--- config.mk ---
export PLATFORM = sky130hd
export DESIGN_NAME = td4_exec_ctrl
export DESIGN_NICKNAME = d
export VERILOG_FILES = /design/src/rtl/td4_exec_ctrl.sv
export SDC_FILE = /design/constraint.sdc
export NUM_CORES = 1
export LEC_CHECK = 0
export ABC_AREA = 1
export CAP_MARGIN = 10
export CORE_MARGIN = 1
export CORE_UTILIZATION = 38
export DETAILED_ROUTE_END_ITERATION = 6
export PLACE_DENSITY = 0.79
export SLEW_MARGIN = 20
export SYNTH_ARGS = -nofsm -noshare
export SYNTH_HDL_FRONTEND = slang
export SYNTH_SLANG_ARGS = --single-unit
--- constraint.sdc ---
create_clock -name CLK -period 2.6 [get_ports CLK]
set_input_delay 0.65 -clock CLK [delete_from_list [all_inputs] [get_ports CLK]]
set_output_delay 0.65 -clock CLK [all_outputs]
set_load 0.02 [all_outputs]
--- src/rtl/td4_exec_ctrl.sv ---
// TD4 execute control: decodes OP/IM, picks an operand, adds IM, drives register_4bit LOAD/IN_DATA.
// Zero latency for LOAD/IN_DATA (combinational); CARRY and the INIT/RUN/HALT state are registered.
module td4_exec_ctrl (
    input  logic       CLK,
    input  logic       RST,
    input  logic [3:0] OP,
    input  logic [3:0] IM,
    input  logic [3:0] REG_A,
    input  logic [3:0] REG_B,
    input  logic [3:0] IN_PORT,
    input  logic [3:0] ADDRESS,
    input  logic       RESUME,
    output logic [3:0] LOAD,
    output logic [3:0] IN_DATA,
    output logic       CARRY,
    output logic       HALTED
);

    typedef enum logic [1:0] {
        ST_INIT = 2'd0,
        ST_RUN  = 2'd1,
        ST_HALT = 2'd2
    } state_t;

    state_t     state;
    logic [3:0] sel;
    logic [3:0] run_load;
    logic [4:0] sum;
    logic       self_jump;

    // LOAD bit order is {PC,OUT,B,A}, active low.
    always_comb begin
        sel      = 4'h0;
        run_load = 4'b1111;
        case (OP)
            4'b0000: begin sel = REG_A;   run_load = 4'b1110; end
            4'b0001: begin sel = REG_B;   run_load = 4'b1110; end
            4'b0010: begin sel = IN_PORT; run_load = 4'b1110; end
            4'b0011: begin sel = 4'h0;    run_load = 4'b1110; end
            4'b0100: begin sel = REG_A;   run_load = 4'b1101; end
            4'b0101: begin sel = REG_B;   run_load = 4'b1101; end
            4'b0110: begin sel = IN_PORT; run_load = 4'b1101; end
            4'b0111: begin sel = 4'h0;    run_load = 4'b1101; end
            4'b1001: begin sel = REG_B;   run_load = 4'b1011; end
            4'b1011: begin sel = 4'h0;    run_load = 4'b1011; end
            4'b1110: begin sel = 4'h0;    run_load = CARRY ? 4'b1111 : 4'b0111; end
            4'b1111: begin sel = 4'h0;    run_load = 4'b0111; end
            default: begin sel = 4'h0;    run_load = 4'b1111; end
        endcase
    end

    assign sum       = {1'b0, sel} + {1'b0, IM};
    assign self_jump = ~run_load[3] && (IM == ADDRESS);
    assign HALTED    = (state == ST_HALT);

    always_comb begin
        LOAD    = 4'b0111;
        IN_DATA = 4'h0;
        case (state)
            ST_RUN: begin
                LOAD    = run_load;
                IN_DATA = sum[3:0];
            end
            ST_HALT: begin
                // Releasing the PC on resume lets it count past the self-loop.
                LOAD    = RESUME ? 4'b1111 : 4'b0111;
                IN_DATA = ADDRESS;
            end
            default: begin
                LOAD    = 4'b0111;
                IN_DATA = 4'h0;
            end
        endcase
    end

    always_ff @(posedge CLK or negedge RST) begin
        if (!RST) begin
            state <= ST_INIT;
            CARRY <= 1'b0;
        end else begin
            case (state)
                ST_INIT: state <= ST_RUN;
                ST_RUN: begin
                    CARRY <= sum[4];
                    if (self_jump) state <= ST_HALT;
                end
                ST_HALT: if (RESUME) state <= ST_RUN;
                default: state <= ST_INIT;
            endcase
        end
    end

endmodule

Word-level counts from Yosys, hierarchy flattened
Cells that the tools add are included.
{ "totals": {"register_bits": 3, "input_bits": 27, "output_inout_bits": 10, "wordCells": 39} }
{ "op_classes": {"addsub": 1, "n_eq_ne": 16, "muxes": 9, "n_bitwise": 1, "n_reduce_logical": 10} }
{ "ops": {"columns": ["cell", "count"], "rows": [
  ["one-hot mux 4 bit (5 select lines)", 1],
  ["== test 4 x 3 -> 1 bit, second input constant", 4],
  ["== test 4 bit, second input constant", 4],
  ["one-hot mux 4 bit (2 select lines)", 2],
  ["one-hot mux 4 bit (3 select lines)", 1],
  ["== test 4 x 2 -> 1 bit, second input constant", 2],
  ["two-way mux 4 bit", 2],
  ["OR reduction 4 bit", 2],
  ["one-hot mux 2 bit (3 select lines)", 1],
  ["OR reduction 2 bit", 3],
  ["adder 4 x 4 -> 5 bit", 1],
  ["== test 4 x 1 -> 1 bit, second input constant", 1],
  ["== test 4 bit", 1],
  ["logical NOT 4 bit", 1],
  ["two-way mux 2 bit", 2],
  ["inequality test 2 bit, second input constant", 2],
  ["OR reduction 3 bit", 1],
  ["== test 2 x 1 -> 1 bit, second input constant", 1],
  ["== test 2 bit, second input constant", 1],
  ["logical NOT 2 bit", 1],
  ["AND reduction 2 bit", 1],
  ["logical AND 1 bit", 1],
  ["NOT 1 bit", 1]
]} }

Longest topological paths before layout
{ "logic_depth": {"depth_word": 7, "depth_mapped": 12, "ltp_nobuf": 12} }

Worst setup path after synthesis
OpenSTA, ideal clock, no wires.
{ "synth_timing": {"path_kind": "input to output", "start": "input OP[3]", "end": "output IN_DATA[2]", "arrival_time_ps": 2147, "t_required_ps": 1950, "setup_slack_ps": -197, "cell_stages": 11, "n_path_buf": 0, "cell_sequence": "inv_1 > nand3_1 > inv_1 > nand2_1 > nand3_1 > ha_1 > inv_1 > fa_1 > xnor2_1 > nand2_1 > a21oi_1"} }
{ "synth_via": {"elab_chain_len": 5, "word_cells_on_any_way": 13, "cone_classes": "add/sub: 1; eq/ne: 6; mux: 2; reduce/logical: 4"} }
{ "synth_rtl": {"columns": ["item", "line", "text"], "rows": [
  ["start, declared", "6", "input logic [3:0] OP,"],
  ["== test 4 bit (tied with other cells)", "35", "case (OP)"],
  ["OR reduction 3 bit (no line) or OR reduction 2 bit (tied branches)", null, null],
  ["one-hot mux 4 bit (3 select lines) *", "35", null],
  ["adder 4 x 4 -> 5 bit *", "52", "assign sum = {1'b0, sel} + {1'b0, IM};"],
  ["one-hot mux 4 bit (2 select lines) *", "59", "case (state)"],
  ["end, declared", "14", "output logic [3:0] IN_DATA,"]
]} }
Mark *: on every way between the ends. The rest lies on a longest branch, timed or not.

Worst setup path in the final report
{ "layout_timing": {"start": "input OP[3]", "end": "output IN_DATA[1]"} }
Same word-level chain as after synthesis.

==> results.txt <==
----------------------------------------------------
[Setup path]
  Setup slack of the worst register-to-register path ... 1240 ps
  Data required time at the worst endpoint ... 1950 ps
  Critical Path Source Type ... primary input
  Reg-to-reg critical path endpoint ... state[1]
  Reg2Reg Depth ... 7
  Highest cell delay on the worst timing path ... 540 ps
  Critical path's slowest cell ... sky130_fd_sc_hd__fa_2
  Worst flop-to-flop path startpoint ... state[0]
  Cell Chain, Critical Path ... buf_6 > nand2_4 > nand3_4 > inv_2 > nand2_2 > nand3_4 > ha_4 > inv_2 > fa_2 > a2bb2oi_4 > nor2_4 > buf_6
  Worst setup EP type ... output port
  Setup Crit Path Kind ... in2out
  Critical path peak fanout ... 3
  Data arrival at the endpoint of the critical path ... 2190 ps

[Drt]
  Starting DRT DRC Count ... 36
  Iteration count of the initial detailed-routing pass ... 4
  Via count normalized by instance count ... 4.98
  Detailed Route WL ... 2770 um
  Post-route antenna net violation count ... 0
  Via Count ... 1,005
  Average routed wire per standard cell ... 13.7 um
  DRC ... 0

[CTS]
  Clock tree from TritonCTS ... done
  Master cell of the clock root buffer ... sky130_fd_sc_hd__clkbuf_4
  Clock transition at path regs ... 40 ps
  Post-cts hold buffer count ... 0
  Number of buffers created by CTS ... 3
  H-Tree Depth ... 1
  Bufs on Longest Clock Path ... 2
  Insertion delay of the later-clocked pin in the worst-skew pair ... 240 ps
  Clock net sink count ... 3

[Timing]
  PnR worst setup slack ... -245 ps
  Max-slew violation total from the final report ... 0
  Endpoints failing setup ... 3
  Headroom to the max-slew limit ... 0.832
  Setup repair after global routing missed its margin ... true
  Pin slew with the least headroom to its limit ... 250 ps
  Final hold viol count ... 0
  Minimum clock period ... 2840 ps
  Ratio of final minimum period to clock period ... 1.09
  Setup Skew ... 2.63 ps
  Peak Freq ... 352 MHz
  Worst hold-check slack ... 513 ps

[Layout]
  Nets ... 215
  Commonest non-fill, non-tap cells in the layout ... sky130_fd_sc_hd__nand2_1 (40), sky130_fd_sc_hd__buf_4 (19), sky130_fd_sc_hd__clkdlybuf4s50_1 (17)
  Register Area ... 76.3 um^2
  Filler-free cell count of the finished design ... 202
  Most common cell after layout, fill and taps aside ... sky130_fd_sc_hd__nand2_1
  Share of final-layout standard cells stronger than drive strength 1 ... 0.376
  Antenna cells ... 0
  Layout fillers ... 77
  Area delta synth->final ... 106%
  Area of the multi-input gates ... 679 um^2
  Final core area utilization ... 0.880

[Pwr]
  Register share of total power ... 0.093
  Power density over the cells ... 705 mW/mm^2
  Worst VDD drop ... 0.00106 V
  Clock network fraction of design power ... 0.091
  Share of total power in combinational logic ... 0.816
  Switching power ... 0.000499 W
  Int Pwr ... 0.000490 W
  Switching Fraction ... 0.504
  Leakage power ... 0.729 nW

[Die]
  Number of cell rows ... 14
  Die height ... 44.4 um
  Effective utilization at floorplan ... 0.428
  Die area ... 0.00197 mm^2
  Horizontal die dimension ... 44.4 um
  Area of the core ... 0.00159 mm^2
  Top Ports ... 37

[Placed design]
  Setup WS pre-CTS ... -1230 ps
  Port Buf Inserts ... 36
  Detailed placer's ending HPWL ... 1610 um
  Placed Cells incl. Taps ... 193
  Weighted congestion reported at the end of routability-driven placement ... 0.771

[Synth]
  Synth Register Bits ... 3
  Number of enable flip-flop cells after synthesis ... 0
  Area contributors post-synth ... sky130_fd_sc_hd__nand2_1 (24%), sky130_fd_sc_hd__ha_1 (15%), sky130_fd_sc_hd__dfrtp_1 (11%)
  Synth unique cells ... 19
  Synthesized cell area ... 682 um^2
  Async set-reset flop share out of synthesis ... 1.00
  Post-Syn Nets ... 158
  Seq/Total Area, Yosys ... 0.110
  Post-synth top flop ... sky130_fd_sc_hd__dfrtp_1
  Synth top area share ... 0.242
  Instance count of the mapped netlist ... 122
  Dominant cell type by area after synthesis ... sky130_fd_sc_hd__nand2_1
  Synthesized area per cell ... 5.59 um^2
  YS warnings ... 0

[GRT]
  Overall Global Routing Usage ... 0.246
  Remaining global-route overflow ... 0
  Pin count of the biggest net entering global routing ... 11
  Vias in the first global route ... 867
  Antenna violations before repair ... 0
  Global-route wire length before repair ... 3570 um

[Worst hold path]
  Hold Path Stages ... 2
  Endpoint with the worst hold slack ... CARRY
  Min-delay worst type ... reg2reg
  Hold wc startpoint ... CARRY

[Outcome]
  Failing checks ... setup timing
  Result of the run ... complete, but fails checks

[Job]
  Maxcap violations ... 0

----------------------------------------------------
==> routing by layer <==
| layer | wire (um) | GRT usage |
|---|---|---|
| met5 | 0 | 0 |
| met2 | 1440 | 0.438 |
| met1 | 1090 | 0.290 |
| met3 | 223 | 0.0816 |
| met4 | 15 | 0.0424 |
==> synthesized netlist by cell type, types with 2 or more instances <==
master,number
sky130_fd_sc_hd__ha_1,8
sky130_fd_sc_hd__buf_2,2
sky130_fd_sc_hd__inv_2,3
sky130_fd_sc_hd__a21oi_1,6
sky130_fd_sc_hd__inv_1,20
sky130_fd_sc_hd__nand2_2,4
sky130_fd_sc_hd__dfrtp_1,3
sky130_fd_sc_hd__nand3_1,9
sky130_fd_sc_hd__o21ai_0,3
sky130_fd_sc_hd__nand2_1,44
sky130_fd_sc_hd__nor2_1,12
==> kinds of logic after synthesis <==
kind of cell / count (synthesis) / share of synthesized area
simple gates: 73 / 0.453
flops: 3 / 0.110
xor+xnor: 1 / 0.0128
compound gates: 11 / 0.106
fa+ha+maj: 9 / 0.176
buf+inv: 25 / 0.141
==> power by group through the flow <==
| stage | sequential (W) | combinational (W) | clock (W) |
|---|---|---|---|
| after floorplan | 0.0000871 | 0.000435 | 0 |
| after global placement | 0.0000854 | 0.000724 | 0 |
| after detailed placement | 0.0000861 | 0.000738 | 0 |
| after CTS | 0.0000868 | 0.000752 | 0.0000906 |
| after global routing | 0.0000954 | 0.000873 | 0.0000960 |
| final | 0.0000919 | 0.000807 | 0.0000903 |
==> critical path, delay by kind of cell <==
| kind | cells | cell delay (ps) |
|---|---|---|
| adders and majority gates | 2 | 680 |
| AOI/OAI and AO/OA | 1 | 160 |
| and+or+nand+nor | 5 | 350 |
| buffers and inverters | 4 | 350 |
==> timing repair <==
action / in CTS / in global routing
gates cloned: 0 / 0
hold endpoints to repair: 0 / 0
pin swaps: 17 / 12
resized for setup: 68 / 23
buffers inserted: 5 / 0
endpoints found under the setup margin: 8 / 7
==> area by class of cell <==
class | count | share of cell area
Tap cell | 24 | 0.0214
Timing Repair Buffer | 54 | 0.349
Sequential cell | 3 | 0.0544
Multi-Input combinational cell | 94 | 0.484
Clock buffer | 4 | 0.0187
Inverter | 23 | 0.0723
==> through the flow <==
step                instance area (um^2)  power [W]  TNS (ps)
CTS                                 1310   0.000930      -663
floorplan                            713   0.000522     -42.5
global route                        1400    0.00106      -864
detailed placement                  1190   0.000824     -5160
finish                              1400   0.000989      -676
global placement                    1190   0.000809     -4750
==> how the worst max path moves through the flow <==
| stage | start | endpoint | slack [ps] | cells past startpoint |
|---|---|---|---|---|
| 3_3_place_gp | OP[3] | IN_DATA[2] | -1150 | 13 |
| 3_5_place_dp | OP[3] | IN_DATA[2] | -1230 | 13 |
| 6_report | OP[3] | IN_DATA[1] | -240 | 12 |
| 4_1_cts | OP[1] | IN_DATA[1] | -260 | 13 |
| 2_1_floorplan | OP[3] | IN_DATA[2] | -30 | 11 |
| 5_1_grt | OP[1] | IN_DATA[1] | -300 | 11 |
==> sequential cells by signal, indices dropped and copies added (netlist names) <==
| signal | flops |
|---|---|
| state | 2 |
| CARRY | 1 |
Power figures use the tool's default switching activity.
